### config.mk
export PLATFORM = sky130hd
export DESIGN_NAME = permutation_ctrl
export DESIGN_NICKNAME = d
export VERILOG_FILES = /design/src/rtl/permutation_ctrl.sv
export SDC_FILE = /design/constraint.sdc
export NUM_CORES = 1
export LEC_CHECK = 0
export BUFFER_PORTS_ARGS = -buffer_cell sky130_fd_sc_hd__buf_2
export CAP_MARGIN = 10
export CORE_AREA = 2 2 39 41
export CTS_CLUSTER_DIAMETER = 40
export DETAILED_ROUTE_END_ITERATION = 10
export DIE_AREA = 0 0 41 43
export SYNTH_ARGS = -nofsm -noshare
export SYNTH_HDL_FRONTEND = slang
export SYNTH_SLANG_ARGS = --single-unit
### constraint.sdc
create_clock -name clock_i -period 3.45 [get_ports clock_i]
set_input_delay 0.69 -clock clock_i [delete_from_list [all_inputs] [get_ports clock_i]]
set_output_delay 0.69 -clock clock_i [all_outputs]
set_load 0.02 [all_outputs]
### src/rtl/permutation_ctrl.sv
// Round sequencer for the Ascon permutation datapath: runs p^a or p^b by
// stepping the datapath enable/select/round inputs and pulsing done at the end.
module permutation_ctrl #(
    parameter int unsigned PA_ROUNDS = 12,
    parameter int unsigned PB_ROUNDS = 6
) (
    input  logic       clock_i,
    input  logic       resetb_i,
    input  logic       start_i,
    input  logic       mode_i,
    output logic       busy_o,
    output logic       done_o,
    output logic       enable_o,
    output logic       select_o,
    output logic [3:0] round_o
);

    localparam int unsigned RW         = 4;
    localparam int unsigned MAX_ROUNDS = 12;
    localparam logic [RW-1:0] LAST_ROUND = RW'(MAX_ROUNDS - 1);
    localparam logic [RW-1:0] PA_START   = RW'(MAX_ROUNDS - PA_ROUNDS);
    localparam logic [RW-1:0] PB_START   = RW'(MAX_ROUNDS - PB_ROUNDS);

    // Round counts outside 1..12 would push the start index out of the Pc table
    if (PA_ROUNDS < 1 || PA_ROUNDS > MAX_ROUNDS) begin : g_bad_pa
        $error("permutation_ctrl: PA_ROUNDS must be in 1..12");
    end
    if (PB_ROUNDS < 1 || PB_ROUNDS > MAX_ROUNDS) begin : g_bad_pb
        $error("permutation_ctrl: PB_ROUNDS must be in 1..12");
    end

    typedef enum logic [1:0] {
        ST_IDLE  = 2'd0,
        ST_FIRST = 2'd1,
        ST_ROUND = 2'd2,
        ST_DONE  = 2'd3
    } state_t;

    state_t          state_q, state_nxt;
    logic [RW-1:0]   cnt_q, cnt_nxt;

    // State and round counter registers
    always_ff @(posedge clock_i or negedge resetb_i) begin
        if (!resetb_i) begin
            state_q <= ST_IDLE;
            cnt_q   <= '0;
        end else begin
            state_q <= state_nxt;
            cnt_q   <= cnt_nxt;
        end
    end

    // Next-state and counter update; the counter saturates at the last round
    always_comb begin
        state_nxt = state_q;
        cnt_nxt   = cnt_q;
        case (state_q)
            ST_IDLE: begin
                if (start_i) begin
                    cnt_nxt   = mode_i ? PB_START : PA_START;
                    state_nxt = ST_FIRST;
                end
            end
            ST_FIRST, ST_ROUND: begin
                if (cnt_q == LAST_ROUND) begin
                    state_nxt = ST_DONE;
                end else begin
                    cnt_nxt   = cnt_q + RW'(1);
                    state_nxt = ST_ROUND;
                end
            end
            ST_DONE: begin
                cnt_nxt   = '0;
                state_nxt = ST_IDLE;
            end
            default: begin
                cnt_nxt   = '0;
                state_nxt = ST_IDLE;
            end
        endcase
    end

    // Moore output decode; reset of the registers clears outputs immediately
    always_comb begin
        busy_o   = 1'b0;
        done_o   = 1'b0;
        enable_o = 1'b0;
        select_o = 1'b0;
        round_o  = '0;
        case (state_q)
            ST_FIRST: begin
                busy_o   = 1'b1;
                enable_o = 1'b1;
                round_o  = cnt_q;
            end
            ST_ROUND: begin
                busy_o   = 1'b1;
                enable_o = 1'b1;
                select_o = 1'b1;
                round_o  = cnt_q;
            end
            ST_DONE: begin
                done_o = 1'b1;
            end
            default: begin
            end
        endcase
    end

endmodule

==> summary.log, run 1 <==
[drt] total routed wirelength 797 µm
[global_routing] maximum number of pins on one net before global-route repair 12
[synth] area share of xor/xnor cells in the synthesized design 0.0215
[run] max-cap check violation count 0
[worst_setup_path] slowest cell delay on critical path 0.42 ns
[synth] sequential-to-total area share from yosys stat 0.368
[synth] most area-consuming cells after synthesis sky130_fd_sc_hd__dfrtp_1, sky130_fd_sc_hd__ha_1, sky130_fd_sc_hd__and2_1, sky130_fd_sc_hd__a22oi_1, sky130_fd_sc_hd__nand2_1
[synth] number of instances in the synthesized netlist 42
[synth] Unique masters post-synth 23
[worst_setup_path] CP Data Required Time 2.76 ns
[placed_design] placement-stage cell area 475 µm²
[global_routing] initial antenna violation count 0
[cts] source-to-sink clock delay at the later pin of the worst-skew pair 0.25 ns
[final_layout] net count reported at finish 66
[sta] number of hold violations in the final report 0
[cts] clock transition at the registers of the reported paths 0.05 ns
[final_layout] total area of sequential cells 150 µm²
[sta] shortest clock period the worst path allows after layout 2.19 ns
[synth] share of synthesized registers carrying an async set or reset 1.00
[cts] Post-CTS Repair Setup Buffers 0
[sta] Hold Worst Slack 0.253 ns
[placed_design] half-perimeter wire length after detailed placement 619 µm
[synth] proportion of synthesized area in mux cells 0
[drt] number of design rule violations left after detail routing 0
[worst_setup_path] cell with the biggest individual delay on the critical path sky130_fd_sc_hd__ha_1
[min_path] type of the tightest min-delay check primary input to async pin
[worst_setup_path] series of cell instances along the critical path inv_1 > ha_1 > and2_2 > buf_2
[synth] cell taking the most area after synthesis sky130_fd_sc_hd__dfrtp_1
[power_and_ir_drop] total power per unit cell area 1050 nW/µm²
[drt] number of DRC markers after the initial detailed-route iteration 7
[sta] total of endpoints with negative setup slack in the final report 0
[worst_setup_path] sort of element at the end of the critical path output port
[placed_design] Final GP Congestion 0.731
[floorplanning] floorplan core area 1380 µm²
[sta] transition time at the pin with the least slew margin 0.269 ns
[synth] number of enable flip-flop cells after synthesis 0
[drt] residual antenna-violating net count after detailed routing 0
[sta] fin crit share 0.634
[cts] clock root buffer master sky130_fd_sc_hd__clkbuf_4
[cts] hold buffer count at CTS 0
[synth] number of warnings issued by yosys 0
[final_layout] combined area of the multi-input logic cells 239 µm²
[cts] count of cells resized by post-cts repair 0
[synth] area fraction in compound gates after synthesis 0.181
[floorplanning] starting density of the core 0.295
[sta] final-layout setup total negative slack 0 ns
[cts] clock sink count 6
[sta] setup repair after global routing missed its margin no
[final_layout] area growth from synthesis to layout 22.1%
[synth] most common cell in the synthesized netlist sky130_fd_sc_hd__dfrtp_1
[synth] synthesized area per cell 9.71 µm²
[worst_setup_path] maximum net fanout on the critical path 11
[worst_setup_path] Crit path max-delay family adder cells
[sta] maximum clock frequency 457 MHz
[global_routing] first-pass GRT wire length 1170 µm
[floorplanning] horizontal die dimension 41 µm
[cts] H-tree levels 1
[synth] number of synthesized register bits 6
[worst_setup_path] worst path arrival time 1.50 ns
[floorplanning] number of cell rows 14
[placed_design] PortBufs 11
[synth] most numerous cell types in the synthesized netlist sky130_fd_sc_hd__dfrtp_1, sky130_fd_sc_hd__ha_1, sky130_fd_sc_hd__nand2_1
[synth] simple-gate share of the synthesized area 0.230
[synth] total standard cell area after synthesis 408 µm²
[synth] largest family of logic cells by synthesized area simple AND/OR/NAND/NOR gates
[power_and_ir_drop] leakage power 0.000267 µW
[synth] adder-cell area share of the yosys netlist 0.153
[sta] worst-case clock skew 0.00793 ns
[placed_design] total placed cells including tap cells 68
[synth] commonest register cell after synthesis sky130_fd_sc_hd__dfrtp_1
[global_routing] number of global-route vias before repair 276
[final_layout] final design area excluding fillers 498 µm²
[floorplanning] overall die height 43 µm
[synth] share of the synthesized area in the top cell type 0.368
[drt] overall via count from detail_route 343
[cts] buffers from clock root to sink, at most 2
[floorplanning] top-level port count 12
[final_layout] proportion of layout cells with a drive suffix above 1 0.345
[synth] number of nets in the synthesized netlist 51
[cts] TritonCTS clock tree done
[outcome] result of the run finished, final reports clean
[global_routing] global-route congestion overflow total 0
[worst_setup_path] buffers plus inverters on the worst setup path 2
[final_layout] number of fillers in the final layout 152
[worst_setup_path] category of the critical setup timing path flop to output port
[power_and_ir_drop] Max IR drop VDD 0.314 mV
[sta] Max Slew Vio Count 0
[worst_setup_path] crit start category flop
[drt] post-detailed-route wirelength per cell 11.2 µm
[sta] relative max-transition margin 0.820
[global_routing] Total Routing Usage GR 0.104
[cts] number of buffers inserted during clock tree synthesis 3
[power_and_ir_drop] total design power 524 µW
[drt] drt pass-1 iters 4
[drt] per-cell via count in the routed design 4.83
[final_layout] final std cells w/o fill 71
[floorplanning] Die ar. 1760 µm²
[final_layout] Antenna Cells 0
-- sequential cells by signal (all words and copies together) (netlist names) --
name	count
state_q	2
cnt_q	4
-- path summary, 6_finish.rpt --
check	slack (ns)	start	endpoint	depth (start not counted)
setup / recovery	1.26	state_q[0]	round_o[2]	4
hold / removal	0.25	resetb_i	cnt_q[3]	1
setup reg to reg	1.97	state_q[1]	cnt_q[2]	5
hold reg to reg	0.55	cnt_q[1]	cnt_q[1]	2
max in group asynchronous	3.04	resetb_i	cnt_q[1]	1
min in group clock_i	0.55	cnt_q[1]	cnt_q[1]	2
-- area by class of cell --
| type | instances | share of cell area |
|---|---|---|
| clock buffer | 3 | 0.0452 |
| inverter | 3 | 0.0226 |
| multi-input combinational | 32 | 0.480 |
| sequential | 6 | 0.302 |
| tap | 16 | 0.0402 |
| timing repair buffer | 11 | 0.111 |
-- per-layer routing --
| layer | GRT usage | vias up | share of wire |
|---|---|---|---|
| met4 | 0.0600 | 0 | 0.014 |
| met2 | 0.144 | 8 | 0.48 |
| li1 | - | 170 | - |
| met5 | 0 | - | 0 |
| met1 | 0.118 | 162 | 0.43 |
| met3 | 0.0628 | 3 | 0.074 |
-- layout by cell type, fill, tap and decap left out, types with 2 or more instances in the layout --
cell                       instances
sky130_fd_sc_hd__clkbuf_4          3
sky130_fd_sc_hd__o21ai_0           2
sky130_fd_sc_hd__and2_1            3
sky130_fd_sc_hd__inv_1             3
sky130_fd_sc_hd__a22oi_1           2
sky130_fd_sc_hd__o21ai_1           2
sky130_fd_sc_hd__ha_1              5
sky130_fd_sc_hd__buf_2            11
sky130_fd_sc_hd__nand2_1           4
sky130_fd_sc_hd__dfrtp_1           6
-- power by group --
part | switching, µW | internal, µW | total, µW
Combinational | 204 | 124 | 328
Clock | 27.0 | 39.5 | 66.5
Sequential | 28.8 | 101 | 130
Total | 260 | 264 | 524
-- cells by family after synthesis --
family,after synthesis
and+or+nand+nor,15
AOI/OAI and AO/OA,11
DFF,6
adders and majority gates,5
buffers and inverters,4
xor gates and xnor gates,1
-- stage by stage --
step | worst slack (ns) | utilization
after floorplan | 1.58 | -
after global placement | 1.56 | 0.344
after detailed placement | 1.55 | 0.344
after CTS | 1.27 | 0.360
after global routing | 1.18 | 0.360
final | 1.26 | 0.360
No activity file was read; power rests on OpenSTA's default activity.
==> run 2: changes to the inputs <==
--- a/config.mk
+++ b/config.mk
@@ -5,6 +5,7 @@
 export SDC_FILE = /design/constraint.sdc
 export NUM_CORES = 1
 export LEC_CHECK = 0
+export ABC_AREA = 1
 export BUFFER_PORTS_ARGS = -buffer_cell sky130_fd_sc_hd__buf_2
 export CAP_MARGIN = 10
 export CORE_AREA = 2 2 39 41
==> constraint.sdc (replaced) <==
create_clock -name clock_i -period 2.1 [get_ports clock_i]
set_input_delay 0.42 -clock clock_i [delete_from_list [all_inputs] [get_ports clock_i]]
set_output_delay 0.42 -clock clock_i [all_outputs]
set_load 0.02 [all_outputs]
==> run 2 against run 1 <==
  * Sequential power rose by 72%
  * Critical path depth grew 1
  * Cell count up 27%
  * Synthesized cell count up 43%
  * Global-route usage is 0.55 points higher
  * Area after synthesis is 11% higher
  * Die area did not move
  * Highest routed layer unchanged
==> summary.log, run 2 <==
[outcome] result of the run finished, final reports clean
[placed_design] PortBufs 11 [unchanged]
[power_and_ir_drop] P_int 427 µW [+62%]
[final_layout] net count reported at finish 85 [+29%]
[sta] number of hold violations in the final report 0 [unchanged]
[worst_setup_path] Critical Path End round_o[3]
[worst_setup_path] slowest cell delay on critical path 0.40 ns [-0.02 ns]
[synth] synthesized area per cell 7.57 µm² [-22%]
[synth] most area-consuming cells after synthesis sky130_fd_sc_hd__dfrtp_1, sky130_fd_sc_hd__nand2_1, sky130_fd_sc_hd__ha_1, sky130_fd_sc_hd__inv_1, sky130_fd_sc_hd__o21ai_2
[worst_setup_path] category of the critical setup timing path flop to output port
[synth] sequential-to-total area share from yosys stat 0.331 [-0.0375]
[worst_setup_path] series of cell instances along the critical path inv_1 > ha_1 > nand2_1 > clkinv_2 > buf_2
[power_and_ir_drop] leakage power 0.000338 µW [+27%]
[placed_design] Final GP Congestion 0.655 [-10%]
[global_routing] initial antenna violation count 0 [unchanged]
[sta] Max Slew Vio Count 0 [unchanged]
[final_layout] max FFs per register 4 [unchanged]
[worst_setup_path] CP Data Required Time 1.68 ns [-1.08 ns]
[power_and_ir_drop] total design power 887 µW [+69%]
[placed_design] half-perimeter wire length after detailed placement 644 µm [+4.0%]
[worst_setup_path] maximum net fanout on the critical path 8 [-3]
[cts] H-tree levels 1 [unchanged]
[final_layout] register with the highest flop count cnt_q
[synth] share of the synthesized area in the top cell type 0.331 [-0.0375]
[floorplanning] top-level port count 12 [unchanged]
[synth] number of enable flip-flop cells after synthesis 0 [unchanged]
[global_routing] Total Routing Usage GR 0.110 [+0.00549]
[cts] clock root buffer master sky130_fd_sc_hd__clkbuf_4
[drt] per-cell via count in the routed design 4.19 [-13%]
[synth] most common cell in the synthesized netlist sky130_fd_sc_hd__nand2_1
[cts] Post-CTS Repair Setup Buffers 0 [unchanged]
[synth] share of synthesized registers carrying an async set or reset 1.00 [unchanged]
[synth] number of instances in the synthesized netlist 60 [+43%]
[worst_setup_path] start of the worst register-to-register path state_q[0]
[worst_setup_path] cell with the biggest individual delay on the critical path sky130_fd_sc_hd__ha_1
[floorplanning] horizontal die dimension 41 µm [unchanged]
[sta] final-layout setup total negative slack 0 ns [unchanged]
[synth] number of nets in the synthesized netlist 69 [+35%]
[cts] source-to-sink clock delay at the later pin of the worst-skew pair 0.24 ns [about the same]
[power_and_ir_drop] sw power 460 µW [+77%]
[drt] number of DRC markers after the initial detailed-route iteration 6 [-1]
[worst_setup_path] reg-to-reg setup timing slack 0.65 ns [-1.32 ns]
[sta] setup repair after global routing missed its margin no
[sta] total of endpoints with negative setup slack in the final report 0 [unchanged]
[sta] fin crit share 0.885
[synth] Unique masters post-synth 15 [-35%]
[drt] total routed wirelength 739 µm [-7.3%]
[sta] relative max-transition margin 0.840 [+0.0199]
[floorplanning] overall die height 43 µm [unchanged]
[worst_setup_path] sort of element at the end of the critical path output port
[worst_setup_path] R2R Path End state_q[0]
[final_layout] largest registers cnt_q (4), state_q (2)
[final_layout] number of fillers in the final layout 148 [-2.6%]
[min_path] type of the tightest min-delay check primary input to flop
[worst_setup_path] crit start category flop
[drt] post-detailed-route wirelength per cell 8.21 µm [-27%]
[power_and_ir_drop] clock group share of total power 0.113 [-0.014]
[final_layout] area growth from synthesis to layout 22.0% [about the same]
[worst_setup_path] worst path arrival time 1.44 ns [-0.06 ns]
[power_and_ir_drop] Comb power frac 0.635 [+0.009]
[floorplanning] starting density of the core 0.328 [+0.0335]
[drt] drt pass-1 iters 4 [unchanged]
[global_routing] number of global-route vias before repair 311 [+13%]
[cts] clock transition at the registers of the reported paths 0.04 ns [about the same]
[synth] total standard cell area after synthesis 454 µm² [+11%]
[synth] most numerous cell types in the synthesized netlist sky130_fd_sc_hd__nand2_1, sky130_fd_sc_hd__inv_1, sky130_fd_sc_hd__dfrtp_1
[drt] overall via count from detail_route 377 [+9.9%]
[final_layout] proportion of layout cells with a drive suffix above 1 0.351 [+0.00590]
[final_layout] Antenna Cells 0 [unchanged]
[drt] number of design rule violations left after detail routing 0 [unchanged]
[cts] clock sink count 6 [unchanged]
[synth] number of synthesized register bits 6 [unchanged]
[drt] residual antenna-violating net count after detailed routing 0 [unchanged]
[cts] TritonCTS clock tree done
[min_path] Worst Hold Path Cells 4
[floorplanning] number of cell rows 14 [unchanged]
[sta] worst-case clock skew 0.00544 ns [-0.00249 ns]
[worst_setup_path] number of cell instances on the worst register-to-register path 8 [+3]
[cts] number of buffers inserted during clock tree synthesis 3 [unchanged]
[final_layout] leading cell types in the layout, fill and taps excluded sky130_fd_sc_hd__nand2_1, sky130_fd_sc_hd__buf_2, sky130_fd_sc_hd__inv_1
[cts] buffers from clock root to sink, at most 2 [unchanged]
[floorplanning] floorplan core area 1380 µm² [unchanged]
[synth] number of warnings issued by yosys 0 [unchanged]
[global_routing] first-pass GRT wire length 1240 µm [+5.9%]
[power_and_ir_drop] Flop pwr share 0.252 [+0.005]
[global_routing] global-route congestion overflow total 0 [unchanged]
[power_and_ir_drop] total power per unit cell area 1600 nW/µm² [+52%]
[global_routing] maximum number of pins on one net before global-route repair 9 [-3]
[synth] cell taking the most area after synthesis sky130_fd_sc_hd__dfrtp_1
[floorplanning] Die ar. 1760 µm² [unchanged]
[worst_setup_path] crit path launch state_q[0]
[synth] commonest register cell after synthesis sky130_fd_sc_hd__dfrtp_1
[sta] transition time at the pin with the least slew margin 0.239 ns [-0.0307 ns]
[power_and_ir_drop] Max IR drop VDD 0.498 mV [+59%]
[run] max-cap check violation count 0 [unchanged]
[sta] shortest clock period the worst path allows after layout 1.86 ns
[power_and_ir_drop] Switching Share 0.519 [+0.0229]
[final_layout] commonest non-fill, non-tap cell in the layout sky130_fd_sc_hd__nand2_1
[sta] maximum clock frequency 538 MHz
## run 2: changes by cell type after synthesis, moves of 2 or more
cell | before | now
sky130_fd_sc_hd__a22oi_1 | 2 | 0
sky130_fd_sc_hd__o21ai_1 | 2 | 0
sky130_fd_sc_hd__nand2_4 | 0 | 2
sky130_fd_sc_hd__nor2_2 | 0 | 4
sky130_fd_sc_hd__nand2_1 | 4 | 17
sky130_fd_sc_hd__inv_2 | 0 | 2
sky130_fd_sc_hd__and2_1 | 3 | 0
sky130_fd_sc_hd__inv_1 | 3 | 10
sky130_fd_sc_hd__o21ai_2 | 0 | 3
sky130_fd_sc_hd__nand3_1 | 0 | 4
## run 2: kinds of logic after synthesis
logic type,Yosys count,share of synthesized area
DFF,6,0.331
adders and majority gates,5,0.138
buffers and inverters,14,0.127
and+or+nand+nor,30,0.320
AOI/OAI and AO/OA,5,0.0854
## run 2: timing repair
item / 4_1_cts / 5_1_grt
endpoints found under the hold margin: 6 / 0
resized for setup: 0 / 0
hold buffers: 1 / 0
## run 2: layer usage
metal	share of wire	GRT usage	routed length (µm)	up-vias
met4	0.011	0.0800	8	0
met3	0.050	0.0471	37	2
met2	0.48	0.141	352	7
li1	-	-	-	209
met1	0.46	0.140	340	159
met5	0	0	0	-
## run 2: how the worst min path moves through the flow
| stage | from | end |
|---|---|---|
| floorplan | resetb_i | cnt_q[0] |
| global placement | resetb_i | cnt_q[3] |
| detailed placement | resetb_i | cnt_q[3] |
| CTS | start_i | cnt_q[2] |
| global route | start_i | cnt_q[2] |
| finish | start_i | cnt_q[2] |
## run 2: power groups by stage
stage / Sequential, µW / Clock [µW] / Combinational, µW
final: 224 / 101 / 563
after global routing: 234 / 113 / 644
after CTS: 225 / 105 / 573
after detailed placement: 226 / 0 / 570
after global placement: 225 / 0 / 570
after floorplan: 212 / 0 / 471
## run 2: cell type report
class | count | area (µm²) | share of cell area
Sequential cell | 6 | 150 | 0.271
Inverter | 13 | 50.0 | 0.0903
Clock buffer | 3 | 22.5 | 0.0406
Timing Repair Buffer | 12 | 65.1 | 0.117
Multi-Input combinational cell | 40 | 246 | 0.445
Tap cell | 16 | 20.0 | 0.0361
## run 2: per-stage QoR
| stage | hold slack, ns | area, µm² | worst slack, ns | instances | utilization |
|---|---|---|---|---|---|
| after CTS | 0.478 | 554 | 0.228 | 90 | 0.401 |
| after global placement | 0.247 | 522 | 0.522 | 86 | 0.377 |
| after global routing | 0.508 | 554 | 0.119 | 90 | 0.401 |
| after detailed placement | 0.249 | 522 | 0.486 | 86 | 0.377 |
| after floorplan | 0.124 | 454 | 0.552 | 60 | - |
| final | 0.481 | 554 | 0.241 | 90 | 0.401 |
## run 2: worst max-delay path: cells and delay by family (launching register included)
family	cells	cell delay, ns
adder cells (fa/ha/maj)	1	0.40
buffers and inverters	3	0.33
flip-flops	1	0.36
AND/OR/NAND/NOR	1	0.13
==> run 3: changes to the inputs <==
--- a/config.mk
+++ b/config.mk
@@ -8,10 +8,13 @@
 export ABC_AREA = 1
 export BUFFER_PORTS_ARGS = -buffer_cell sky130_fd_sc_hd__buf_2
 export CAP_MARGIN = 10
-export CORE_AREA = 2 2 39 41
+export CELL_PAD_IN_SITES_DETAIL_PLACEMENT = 1
+export CELL_PAD_IN_SITES_GLOBAL_PLACEMENT = 2
+export CORE_MARGIN = 2
+export CORE_UTILIZATION = 26
 export CTS_CLUSTER_DIAMETER = 40
 export DETAILED_ROUTE_END_ITERATION = 10
-export DIE_AREA = 0 0 41 43
+export PLACE_DENSITY_LB_ADDON = 0.1
 export SYNTH_ARGS = -nofsm -noshare
 export SYNTH_HDL_FRONTEND = slang
 export SYNTH_SLANG_ARGS = --single-unit
==> run 3 against run 2 <==
  * Clock power rose by 9.9%
  * Worst hold slack barely moved
  * Setup slack got worse by 0.0093 ns
  * Count of clock-buffer cells in the layout stayed put
  * Non-clock buffer count unchanged
  * First-iteration DRC count increased by 17%
  * Register-to-register slack about the same
  * Routed wire length grew 36%
  * Total power rose by 3.4%
  * Global-route usage up 1.4 points
  * Maximum frequency fell by 0.50%
  * Critical path type unchanged
  * Critical endpoint unchanged
  * Largest cell class unchanged
==> summary.log, run 3 (synthesis results as in run 2) <==
[drt] residual antenna-violating net count after detailed routing 0 [unchanged]
[worst_setup_path] number of cell instances on the worst register-to-register path 8 [unchanged]
[final_layout] commonest non-fill, non-tap cell in the layout sky130_fd_sc_hd__nand2_1
[cts] H-tree levels 1 [unchanged]
[global_routing] global-route congestion overflow total 0 [unchanged]
[drt] number of design rule violations left after detail routing 0 [unchanged]
[worst_setup_path] sort of element at the end of the critical path output port
[final_layout] leading cell types in the layout, fill and taps excluded sky130_fd_sc_hd__nand2_1, sky130_fd_sc_hd__buf_2, sky130_fd_sc_hd__inv_1
[sta] Max Slew Vio Count 0 [unchanged]
[sta] relative max-transition margin 0.813 [-0.0277]
[cts] buffers from clock root to sink, at most 2 [unchanged]
[worst_setup_path] reg-to-reg setup timing slack 0.64 ns [about the same]
[placed_design] Final GP Congestion 0.661 [+0.84%]
[placed_design] PortBufs 11 [unchanged]
[global_routing] maximum number of pins on one net before global-route repair 9 [unchanged]
[sta] fin crit share 0.890 [+0.00442]
[final_layout] combined area of the multi-input logic cells 246 µm² [unchanged]
[floorplanning] top-level port count 12 [unchanged]
[drt] overall via count from detail_route 390 [+3.4%]
[worst_setup_path] crit path launch state_q[0]
[worst_setup_path] CP Data Required Time 1.68 ns [about the same]
[worst_setup_path] category of the critical setup timing path flop to output port
[drt] post-detailed-route wirelength per cell 11.0 µm [+34%]
[run] max-cap check violation count 0 [unchanged]
[drt] total routed wirelength 1000 µm [+36%]
[floorplanning] floorplan core area 1690 µm² [+22%]
[power_and_ir_drop] total power per unit cell area 1650 nW/µm² [+3.2%]
[min_path] type of the tightest min-delay check primary input to flop
[floorplanning] Die ar. 2100 µm² [+19%]
[sta] shortest clock period the worst path allows after layout 1.87 ns [+0.00928 ns]
[global_routing] initial antenna violation count 0 [unchanged]
[sta] final-layout setup total negative slack 0 ns [unchanged]
[floorplanning] overall die height 45.8 µm [+6.5%]
[power_and_ir_drop] Max IR drop VDD 0.517 mV [+3.9%]
[drt] number of DRC markers after the initial detailed-route iteration 7 [+1]
[final_layout] final std cells w/o fill 91 [+1.1%]
[sta] worst-case clock skew 0.00410 ns [-0.00134 ns]
[final_layout] proportion of layout cells with a drive suffix above 1 0.351 [unchanged]
[placed_design] placement-stage cell area 523 µm² [+0.24%]
[floorplanning] number of cell rows 15 [+1]
[final_layout] number of fillers in the final layout 218 [+47%]
[sta] total of endpoints with negative setup slack in the final report 0 [unchanged]
[floorplanning] horizontal die dimension 45.8 µm [+12%]
[floorplanning] starting density of the core 0.269 [-0.0593]
[worst_setup_path] R2R Path End state_q[0]
[sta] maximum clock frequency 535 MHz [-0.50%]
[worst_setup_path] start of the worst register-to-register path state_q[0]
[final_layout] area growth from synthesis to layout 22.3%
[final_layout] total area of sequential cells 150 µm² [unchanged]
[worst_setup_path] crit start category flop
[cts] clock transition at the registers of the reported paths 0.05 ns [about the same]
[cts] clock root buffer master sky130_fd_sc_hd__clkbuf_4
[cts] TritonCTS clock tree done
[drt] per-cell via count in the routed design 4.29 [+2.3%]
[worst_setup_path] maximum net fanout on the critical path 8 [unchanged]
[global_routing] first-pass GRT wire length 1730 µm [+40%]
[final_layout] Antenna Cells 0 [unchanged]
[sta] number of hold violations in the final report 0 [unchanged]
[final_layout] final design area excluding fillers 556 µm² [+0.23%]
[cts] source-to-sink clock delay at the later pin of the worst-skew pair 0.25 ns [about the same]
[cts] count of cells resized by post-cts repair 0 [unchanged]
[global_routing] number of global-route vias before repair 400 [+29%]
[placed_design] half-perimeter wire length after detailed placement 812 µm [+26%]
[worst_setup_path] worst path arrival time 1.45 ns [about the same]
[worst_setup_path] Critical Path End round_o[3]
[sta] setup repair after global routing missed its margin no
[power_and_ir_drop] leakage power 0.000338 µW [unchanged]
[outcome] result of the run finished, final reports clean
[placed_design] total placed cells including tap cells 87 [+1.2%]
[final_layout] largest registers cnt_q (4), state_q (2)
[global_routing] Total Routing Usage GR 0.124 [+0.0141]
[drt] drt pass-1 iters 2 [-2]
[sta] transition time at the pin with the least slew margin 0.280 ns [+0.0415 ns]
[cts] clock sink count 6 [unchanged]
[final_layout] net count reported at finish 85 [unchanged]
[cts] number of buffers inserted during clock tree synthesis 3 [unchanged]
[final_layout] register with the highest flop count cnt_q
[final_layout] max FFs per register 4 [unchanged]
==> run 3: how the worst min path moves through the flow <==
stage	start	to	slack [ns]	cells after the start
floorplan	resetb_i	cnt_q[0]	0.12	0
global placement	resetb_i	cnt_q[2]	0.25	1
detailed placement	resetb_i	cnt_q[2]	0.26	1
CTS	start_i	cnt_q[2]	0.48	4
global route	start_i	cnt_q[2]	0.51	4
finish	start_i	cnt_q[2]	0.48	4
==> run 3: metal layers <==
| metal | share of wire | track usage | vias to the layer above |
|---|---|---|---|
| li1 | - | - | 211 |
| met1 | 0.47 | 0.158 | 171 |
| met2 | 0.49 | 0.186 | 8 |
| met3 | 0.036 | 0.0238 | 0 |
| met4 | 0 | 0.0857 | 0 |
| met5 | 0 | 0 | - |
==> run 3: where the power goes <==
part           switching, µW  internal (µW)
registers               65.4            165
clock network           46.4           65.0
logic                    376            199
==> run 3: per-stage QoR <==
step           power [µW]  hold WS [ns]  worst slack, ns   util
6_report              917         0.481            0.232  0.329
2_1_floorplan         684         0.124            0.552      -
4_1_cts               942         0.482            0.193  0.329
3_3_place_gp          819         0.254            0.484  0.310
3_5_place_dp          823         0.257            0.457  0.310
5_1_grt              1020         0.510            0.115  0.329
==> run 3: repair_timing <==
action,4_1_cts,5_1_grt
buffers inserted,0,0
endpoints found under the hold margin,6,0
hold buffers,1,0
setup endpoints to repair,0,0
==> run 3: critical path, stage by stage, from the launching register on <==
cell and delay [ns]:
sky130_fd_sc_hd__dfrtp_1 0.36, sky130_fd_sc_hd__inv_1 0.08, sky130_fd_sc_hd__ha_1 0.40, sky130_fd_sc_hd__nand2_1 0.12, sky130_fd_sc_hd__clkinv_2 0.07, sky130_fd_sc_hd__buf_2 0.16
==> run 3: final cells by class <==
type                    instances  area share
flip-flops and latches          6       0.270
inverters                      13      0.0901
clock buffers                   3      0.0405
well taps                      17      0.0383
multi-input cells              40       0.444
repair buffers                 12       0.117
